$ cat config.mk
export PLATFORM = sky130hd
export DESIGN_NAME = icache_refill
export DESIGN_NICKNAME = d
export VERILOG_FILES = /design/src/rtl/icache_refill_pkg.sv /design/src/rtl/icache_line_buffer.sv /design/src/rtl/icache_refill.sv
export SDC_FILE = /design/constraint.sdc
export NUM_CORES = 1
export LEC_CHECK = 0
export BUFFER_PORTS_ARGS = -buffer_cell sky130_fd_sc_hd__buf_2
export CAP_MARGIN = 20
export CORE_MARGIN = 2
export CORE_UTILIZATION = 36
export CTS_CLUSTER_DIAMETER = 30
export DETAILED_ROUTE_END_ITERATION = 6
export MAX_ROUTING_LAYER = met4
export PLACE_DENSITY = 0.61
export SYNTH_ARGS = -nofsm -noshare
export SYNTH_HDL_FRONTEND = slang
export SYNTH_SLANG_ARGS = --single-unit
$ cat constraint.sdc
create_clock -name clk -period 1.93 [get_ports clk]
set_input_delay 0.386 -clock clk [delete_from_list [all_inputs] [get_ports clk]]
set_output_delay 0.386 -clock clk [all_outputs]
set_load 0.02 [all_outputs]
$ cat src/rtl/icache_refill_pkg.sv
// Shared types and constants for the instruction-cache miss-refill controller.
package icache_refill_pkg;

    localparam int ICACHE_INDEX_W = 8;
    localparam int ICACHE_TAG_W   = 20;
    localparam int ICACHE_WORD_W  = 32;
    localparam int ICACHE_WORDS   = 4;
    localparam int ICACHE_LINE_W  = ICACHE_WORD_W * ICACHE_WORDS;

    localparam logic ENABLE  = 1'b1;
    localparam logic DISABLE = 1'b0;

    typedef enum logic [1:0] {
        IDLE = 2'd0,
        REQ  = 2'd1,
        FILL = 2'd2,
        DONE = 2'd3
    } refill_state_e;

endpackage

$ cat src/rtl/icache_line_buffer.sv
// Word-indexed line assembly register; word n lands in bits [32n+31:32n].
module icache_line_buffer
    import icache_refill_pkg::*;
#(
    parameter int WORDS  = ICACHE_WORDS,
    parameter int WORD_W = ICACHE_WORD_W
) (
    input  logic                       clk,
    input  logic                       rst,
    input  logic                       we,
    input  logic [$clog2(WORDS)-1:0]   idx,
    input  logic [WORD_W-1:0]          wdata,
    output logic [WORDS*WORD_W-1:0]    line
);

    logic [WORDS-1:0][WORD_W-1:0] words_q;

    always_ff @(posedge clk) begin
        if (!rst) begin
            words_q <= '0;
        end else if (we) begin
            words_q[idx] <= wdata;
        end
    end

    assign line = words_q;

endmodule

$ cat src/rtl/icache_refill.sv
// Instruction-cache miss refill: fetches a 4-word line over a req/ack bus
// and writes it, with tag and valid, into the cache arrays.
//
// state | meaning
// IDLE  | waiting for a miss; counter cleared
// REQ   | requesting word cnt_q, holding bus_addr until ack
// FILL  | one-cycle array write of the assembled line
// DONE  | one-cycle completion pulse
module icache_refill
    import icache_refill_pkg::*;
#(
    parameter int WORDS_PER_LINE = ICACHE_WORDS,
    parameter int INDEX_W        = ICACHE_INDEX_W,
    parameter int TAG_W          = ICACHE_TAG_W
) (
    input  logic                                            clk,
    input  logic                                            rst,
    input  logic                                            miss_req,
    input  logic [TAG_W+INDEX_W-1:0]                        miss_addr,
    input  logic                                            flush,
    output logic                                            bus_req,
    output logic [TAG_W+INDEX_W+$clog2(WORDS_PER_LINE)-1:0] bus_addr,
    input  logic                                            bus_ack,
    input  logic [ICACHE_WORD_W-1:0]                        bus_rd_data,
    output logic                                            fill_we,
    output logic [INDEX_W-1:0]                              fill_index,
    output logic [TAG_W-1:0]                                fill_tag,
    output logic [ICACHE_WORD_W*WORDS_PER_LINE-1:0]         fill_data,
    output logic                                            fill_valid,
    output logic                                            refill_busy,
    output logic                                            refill_done
);

    localparam int ADDR_W = TAG_W + INDEX_W;
    localparam int CNT_W  = $clog2(WORDS_PER_LINE);
    localparam logic [CNT_W-1:0] CNT_LAST = CNT_W'(WORDS_PER_LINE - 1);

    refill_state_e     state_q;
    logic [CNT_W-1:0]  cnt_q;
    logic [ADDR_W-1:0] addr_q;
    logic              bus_req_q;
    logic              fill_we_q;
    logic              done_q;
    logic              word_we;

    // flush wins over a coincident ack, so the word is not captured either
    assign word_we = (state_q == REQ) && bus_ack && !flush;

    always_ff @(posedge clk) begin
        if (!rst) begin
            state_q   <= IDLE;
            cnt_q     <= '0;
            addr_q    <= '0;
            bus_req_q <= DISABLE;
            fill_we_q <= DISABLE;
            done_q    <= DISABLE;
        end else begin
            fill_we_q <= DISABLE;
            done_q    <= DISABLE;
            case (state_q)
                IDLE: begin
                    cnt_q <= '0;
                    if (miss_req && !flush) begin
                        addr_q    <= miss_addr;
                        bus_req_q <= ENABLE;
                        state_q   <= REQ;
                    end
                end
                REQ: begin
                    if (flush) begin
                        cnt_q     <= '0;
                        bus_req_q <= DISABLE;
                        state_q   <= IDLE;
                    end else if (bus_ack) begin
                        if (cnt_q == CNT_LAST) begin
                            cnt_q     <= '0;
                            bus_req_q <= DISABLE;
                            fill_we_q <= ENABLE;
                            state_q   <= FILL;
                        end else begin
                            cnt_q <= cnt_q + CNT_W'(1);
                        end
                    end
                end
                FILL: begin
                    done_q  <= ENABLE;
                    state_q <= DONE;
                end
                DONE: begin
                    cnt_q   <= '0;
                    state_q <= IDLE;
                end
                default: state_q <= IDLE;
            endcase
        end
    end

    icache_line_buffer #(
        .WORDS  (WORDS_PER_LINE),
        .WORD_W (ICACHE_WORD_W)
    ) u_line_buffer (
        .clk   (clk),
        .rst   (rst),
        .we    (word_we),
        .idx   (cnt_q),
        .wdata (bus_rd_data),
        .line  (fill_data)
    );

    assign bus_req     = bus_req_q;
    assign bus_addr    = {addr_q, cnt_q};
    assign fill_we     = fill_we_q;
    assign fill_valid  = fill_we_q;
    assign fill_index  = addr_q[INDEX_W-1:0];
    assign fill_tag    = addr_q[ADDR_W-1:INDEX_W];
    assign refill_busy = (state_q != IDLE);
    assign refill_done = done_q;

endmodule

Word-level counts from Yosys, hierarchy flattened --
Index checks and enable logic that the tools add are counted.
Word-level totals: bits in registers 163, input port bits 65, word-level logic and storage cells 57, output and inout port bits 191
Operators by class: $lt $le $gt $ge 2, reductions and logical operators 15, equal/unequal tests 7, bitwise logic cells 3, mux-type cells 19, add/sub/neg operators 1
Operator list (number):
- $bwmux W128 | 1
- $demux W32 S2 | 1
- $mux W32 | 1
- $mux W2 | 7
- $pmux W2 S4 | 1
- $eq A2 B2 Y1 const B | 3
- $mux W1 | 6
- $reduce_bool A2 Y1 | 3
- $logic_and A1 B1 Y1 | 4
- $pmux W2 S2 | 1
- $reduce_and A2 Y1 | 2
- $reduce_and A4 Y1 | 1
- $reduce_or A4 Y1 | 1
- $lt A2 B3 Y1 const B | 1
- $ne A3 B2 Y1 const B | 1
- $ne A3 B3 Y1 const B | 1
- $not A1 Y1 | 3
- $reduce_and A3 Y1 | 1
- $add A2 B1 Y2 const B | 1
- $eq A2 B1 Y1 const B | 1
- $ge A2 B1 Y1 const B | 1
- $logic_not A2 Y1 | 1
- $ne A2 B2 Y1 const B | 1
- $pmux W1 S2 | 1
- other kinds (2) | 2

Logic depth before layout (Yosys ltp) --
depth in word-level cells 5, gate-level depth with buffers 8, depth with buffers taken out 5

Hierarchy --
Synthesis repeated with hierarchy kept, for this count alone.
Second synthesis, totals: cell total of the unflattened synthesis 648, area total of the unflattened synthesis 6613.8 µm²
By module, submodules not included:
- icache_line_buffer | area an instance 4789.6 µm², cells each 453, seq. area each 2562.5 µm², times used 1
- icache_refill | area an instance 1824.2 µm², cells each 195, seq. area each 700.7 µm², times used 1

Worst setup path before layout --
No wires, ideal clock.
kind register -> register, start point reg cnt_q[0], end point reg u_line_buffer.words_q (netlist bit u_line_buffer.line[10]), period minus slack after synthesis 1.504 ns, path buffers 2, data required time 1.798 ns, library setup time 0.132 ns, stages on the path, launching flop included 8, slack 0.426 ns, data arrival time 1.372 ns, cells stage by stage dfxtp_1 -> inv_1 -> ha_1 -> and4b_1 -> buf_2 -> buf_4 -> nand2_1 -> a21oi_1
On the way: cells in the longest elaborated chain, start to end 5, elaborated cells on any way between the ends 6, classes of those cells 2 x order compare; 3 x mux; 1 x reduce/logical
Ends and longest elaborated chain:
- start, declared | RTL line icache_refill.sv:39 | logic [CNT_W-1:0] cnt_q;
- start signal, assigned | RTL line icache_refill.sv:81 | cnt_q <= cnt_q + CNT_W'(1);
- $lt A2 B3 Y1 (implied by the code) or $ge A2 B1 Y1 (tied branches) | RTL line icache_line_buffer.sv:22 | words_q[idx] <= wdata;
- $logic_and A1 B1 Y1 (implied by the code) | RTL line icache_line_buffer.sv:22
- $mux W32 (implied by the code) | RTL line icache_line_buffer.sv:22
- $demux W32 S2 (*)
- $bwmux W128 (*) | RTL line icache_line_buffer.sv:22
- end signal, assigned by index | RTL line icache_line_buffer.sv:22
- end, declared | RTL line icache_line_buffer.sv:16 | logic [WORDS-1:0][WORD_W-1:0] words_q;
Mark *: on every way between the ends. The rest lies on a longest branch, timed or not. A chain may end at the register's enable or synchronous reset.

Final worst setup path --
start point reg state_q[0], end point out refill_busy
On the way: cells in the longest elaborated chain, start to end 1
Ends and longest elaborated chain:
- start, declared | RTL line icache_refill.sv:38 | refill_state_e state_q;
- start signal, assigned | RTL line icache_refill.sv:51 | state_q <= IDLE;
- start signal, assigned | RTL line icache_refill.sv:66 | state_q <= REQ;
- start signal, assigned | RTL line icache_refill.sv:73 | state_q <= IDLE;
- $reduce_bool A2 Y1 | RTL line icache_refill.sv:116 | assign refill_busy = (state_q != IDLE);
- end, declared | RTL line icache_refill.sv:30 | output logic refill_busy,
No other way between the ends.

==> insert_results.sql <==
INSERT INTO impl_metrics (metric_group, metric, value, unit) VALUES
('routing', 'drc', '0', ''),
('placed_design', 'detailedPlace.worstSlack', '0.3220', 'ns'),
('setup_path', 'critPathBufInv', '3', ''),
('die', 'core-area', '17060', 'um^2'),
('sta', 'worst_slew_pin_slew', '0.3183', 'ns'),
('sta', 'timing.hold.ws', '0.2035', 'ns'),
('sta', 'report.final.slew_viol_count', '0', ''),
('synth', 'synth_cell_type_count', '30', ''),
('worst_hold_path', 'hold_path_startpoint', 'miss_addr[1]', ''),
('grt', 'first_pass_grt_wire_length', '27030', 'um'),
('die', 'ioPinCount', '256', ''),
('routing', 'detail_route.first_pass.iterations', '4', ''),
('clock_network', 'numCtsBuffers', '17', ''),
('sta', 'fmax', '552.8', 'MHz'),
('clock_network', 'ctsHoldBuffers', '0', ''),
('placed_design', 'placedCellCount', '1180', ''),
('synth', 'yosysTopAreaCell', 'sky130_fd_sc_hd__dfxtp_1', ''),
('power_and_ir_drop', 'static-leakage-power', '3.554', 'nW'),
('synth', 'synth_top_area_share', '52.51', '%'),
('synth', 'synth_area', '6215', 'um^2'),
('clock_network', 'clock_sinks', '163', ''),
('cells_and_area', 'final-instance-count-excl-fill', '1212', ''),
('setup_path', 'critical_path.startpoint_type', 'flop', ''),
('power_and_ir_drop', 'p_per_area', '937.1', 'nW/um^2'),
('outcome', 'run_status', 'finished, final reports clean', ''),
('synth', 'yosys_warnings', '0', ''),
('die', 'placementRows', '48', ''),
('sta', 'post-route-min-period', '1.809', 'ns'),
('die', 'die_y', '135.4', 'um'),
('clock_network', 'clk_pin_slew_worst_paths', '0.06', 'ns'),
('cells_and_area', 'finalNetCount', '1048', ''),
('setup_path', 'critPathTopFamily', 'buffers and inverters', ''),
('sta', 'slew-limit-headroom', '78.78', '%'),
('routing', 'drt_first_iter_violations', '270', ''),
('setup_path', 'worstPathArrival', '1.42', 'ns'),
('grt', 'groute.usage.overall', '19.40', '%'),
('sta', 'final_critical_path_setup_slack', '0.1211', 'ns'),
('die', 'initial_core_util', '36.44', '%'),
('synth', 'synth.yosys.seq_area_share', '52.51', '%'),
('worst_hold_path', 'worst_hold_path_type', 'in2reg', ''),
('clock_network', 'cts_setup_buffers', '0', ''),
('setup_path', 'critPathMaxFanout', '8', ''),
('grt', 'grt.overflow.total', '0', ''),
('setup_path', 'crit_path_end_kind', 'output pin', ''),
('synth', 'postSynthRegisterBits', '163', ''),
('setup_path', 'crit_top_cell', 'sky130_fd_sc_hd__inv_1', ''),
('synth', 'synthTopCellsByArea', 'sky130_fd_sc_hd__dfxtp_1 (53%), sky130_fd_sc_hd__nand2_1 (19%), sky130_fd_sc_hd__a21oi_1 (12%)', ''),
('grt', 'grt_max_degree', '51', ''),
('setup_path', 'critical_path_required', '1.54', 'ns'),
('grt', 'antenna_found_initial', '0', ''),
('setup_path', 'critical_path_class', 'reg2out', ''),
('die', 'design.die.area', '18330', 'um^2'),
('clock_network', 'tritoncts', 'done', ''),
('routing', 'via_per_inst', '4.673', ''),
('synth', 'syn_avg_cell_area', '8.124', 'um^2'),
('sta', 'finalSetupTns', '0', 'ns'),
('routing', 'vias', '5664', ''),
('clock_network', 'clock_insertion_delay_worst_skew', '0.41', 'ns'),
('cells_and_area', 'number_of_filler_instances_in_the_final_layout', '1728', ''),
('clock_network', 'htree_num_levels', '4', ''),
('routing', 'wl_per_cell', '14.58', 'um'),
('sta', 'clock_skew', '0.007193', 'ns'),
('setup_path', 'cpMaxStageDelayCell', 'sky130_fd_sc_hd__dfxtp_1', ''),
('cells_and_area', 'area_delta_synth_final', '29.41', '%'),
('cells_and_area', 'fraction_of_final_layout_cells_sized_beyond_drive_strength_1', '32.42', '%'),
('setup_path', 'critical_path.max_stage_delay', '0.33', 'ns'),
('clock_network', 'clockBufferDepth', '2', ''),
('setup_path', 'cp_cell_sequence', 'inv_1 -> ha_1 -> inv_1 -> buf_2', ''),
('routing', 'final_antenna_violating_net_count', '0', ''),
('placed_design', 'place.port_buffers', '255', ''),
('setup_path', 'crit_path_start', 'state_q[0]', '');
-- cell usage in the layout (no fill, tap or decap), drive strengths merged, types with 2 or more instances in the layout --
| cell type | synthesis | final |
|---|---|---|
| nand2 | 316 | 316 |
| buf | 68 | 273 |
| dfxtp | 163 | 163 |
| a21oi | 158 | 158 |
| clkbuf | 15 | 21 |
| ha | 9 | 9 |
| inv | 6 | 7 |
| clkinv | 0 | 5 |
| and4b | 4 | 4 |
| nand4b | 4 | 4 |
| a221oi | 3 | 3 |
| clkinvlp | 0 | 3 |
| nor2 | 2 | 2 |
| mux2i | 2 | 2 |
| o21ai | 2 | 2 |
| nand4 | 2 | 2 |
| bufinv | 0 | 2 |
| nand2b | 2 | 2 |
| nor2b | 2 | 2 |
-- per-stage QoR --
stage	util, %	cell area (um^2)
after floorplan	-	6215
after global placement	43.65	7445
after detailed placement	43.65	7445
after CTS	47.15	8043
after global routing	47.15	8043
final	47.15	8043
-- cells in the mapped netlist, drive strengths merged --
cell / count
nand2: 316
buf: 68
a211oi: 1
nand4b: 4
nand4: 2
clkbuf: 15
mux2i: 2
nor2b: 2
a22o: 1
inv: 6
a21oi: 158
a221oi: 3
or2: 1
nor2: 2
ha: 9
nand3b: 1
and3b: 1
nand2b: 2
o21ai: 2
and4b: 4
nor3b: 1
dfxtp: 163
and2: 1
-- path summary, 6_finish.rpt --
kind	endpoint	slack [ns]	depth (start not counted)
worst max-delay path	refill_busy	0.12	4
worst min register to register	u_line_buffer.line[13]	0.45	2
worst min-delay path	addr_q[1]	0.20	3
worst max register to register	u_line_buffer.line[108]	0.32	6
-- metal layers --
layer	track usage (%)	share of wire, %	vias to the layer above
met3	5.163	6.7	16
met4	6.250	1.3	0
met1	24.15	45	2619
met2	30.80	47	167
li1	-	-	2862
met5	-	0	-
-- kinds of logic after synthesis --
| family | after synthesis | share of synthesized area (%) |
|---|---|---|
| simple gates | 337 | 21.93 |
| buf+inv | 89 | 9.261 |
| fa+ha+maj | 9 | 1.812 |
| flops | 163 | 52.51 |
| compound gates | 165 | 14.17 |
| mux | 2 | 0.3221 |
-- layout make-up --
cell class / count / area [um^2] / share of cell area (%)
clock buffer: 21 / 470.5 / 5.849
timing repair buffer: 273 / 1499 / 18.64
clock inverter: 11 / 127.6 / 1.587
sequential: 163 / 3263 / 40.57
tap: 225 / 281.5 / 3.500
inverter: 6 / 25.02 / 0.3111
multi-input combinational: 513 / 2376 / 29.54
-- registers in the layout, summed over array words and instances (netlist names), named ones only --
signal              cells
refill_done             1
fill_valid              1
state_q                 1
addr_q                 28
bus_req                 1
cnt_q                   2
u_line_buffer.line    128
-- power by group --
| part | internal, mW | total [mW] | switching [mW] |
|---|---|---|---|
| Sequential | 3.43 | 3.47 | 0.0408 |
| Combinational | 0.228 | 0.660 | 0.433 |
| Clock | 2.02 | 3.40 | 1.39 |
| Total | 5.68 | 7.54 | 1.86 |
-- worst register-to-register path, cell delays in order (launching register included) --
cell	delay, ns
sky130_fd_sc_hd__dfxtp_1	0.32
sky130_fd_sc_hd__inv_1	0.12
sky130_fd_sc_hd__ha_1	0.32
sky130_fd_sc_hd__and4b_1	0.26
sky130_fd_sc_hd__buf_4	0.26
sky130_fd_sc_hd__nand2_1	0.10
sky130_fd_sc_hd__a21oi_1	0.16
Power figures use the tool's default switching activity.
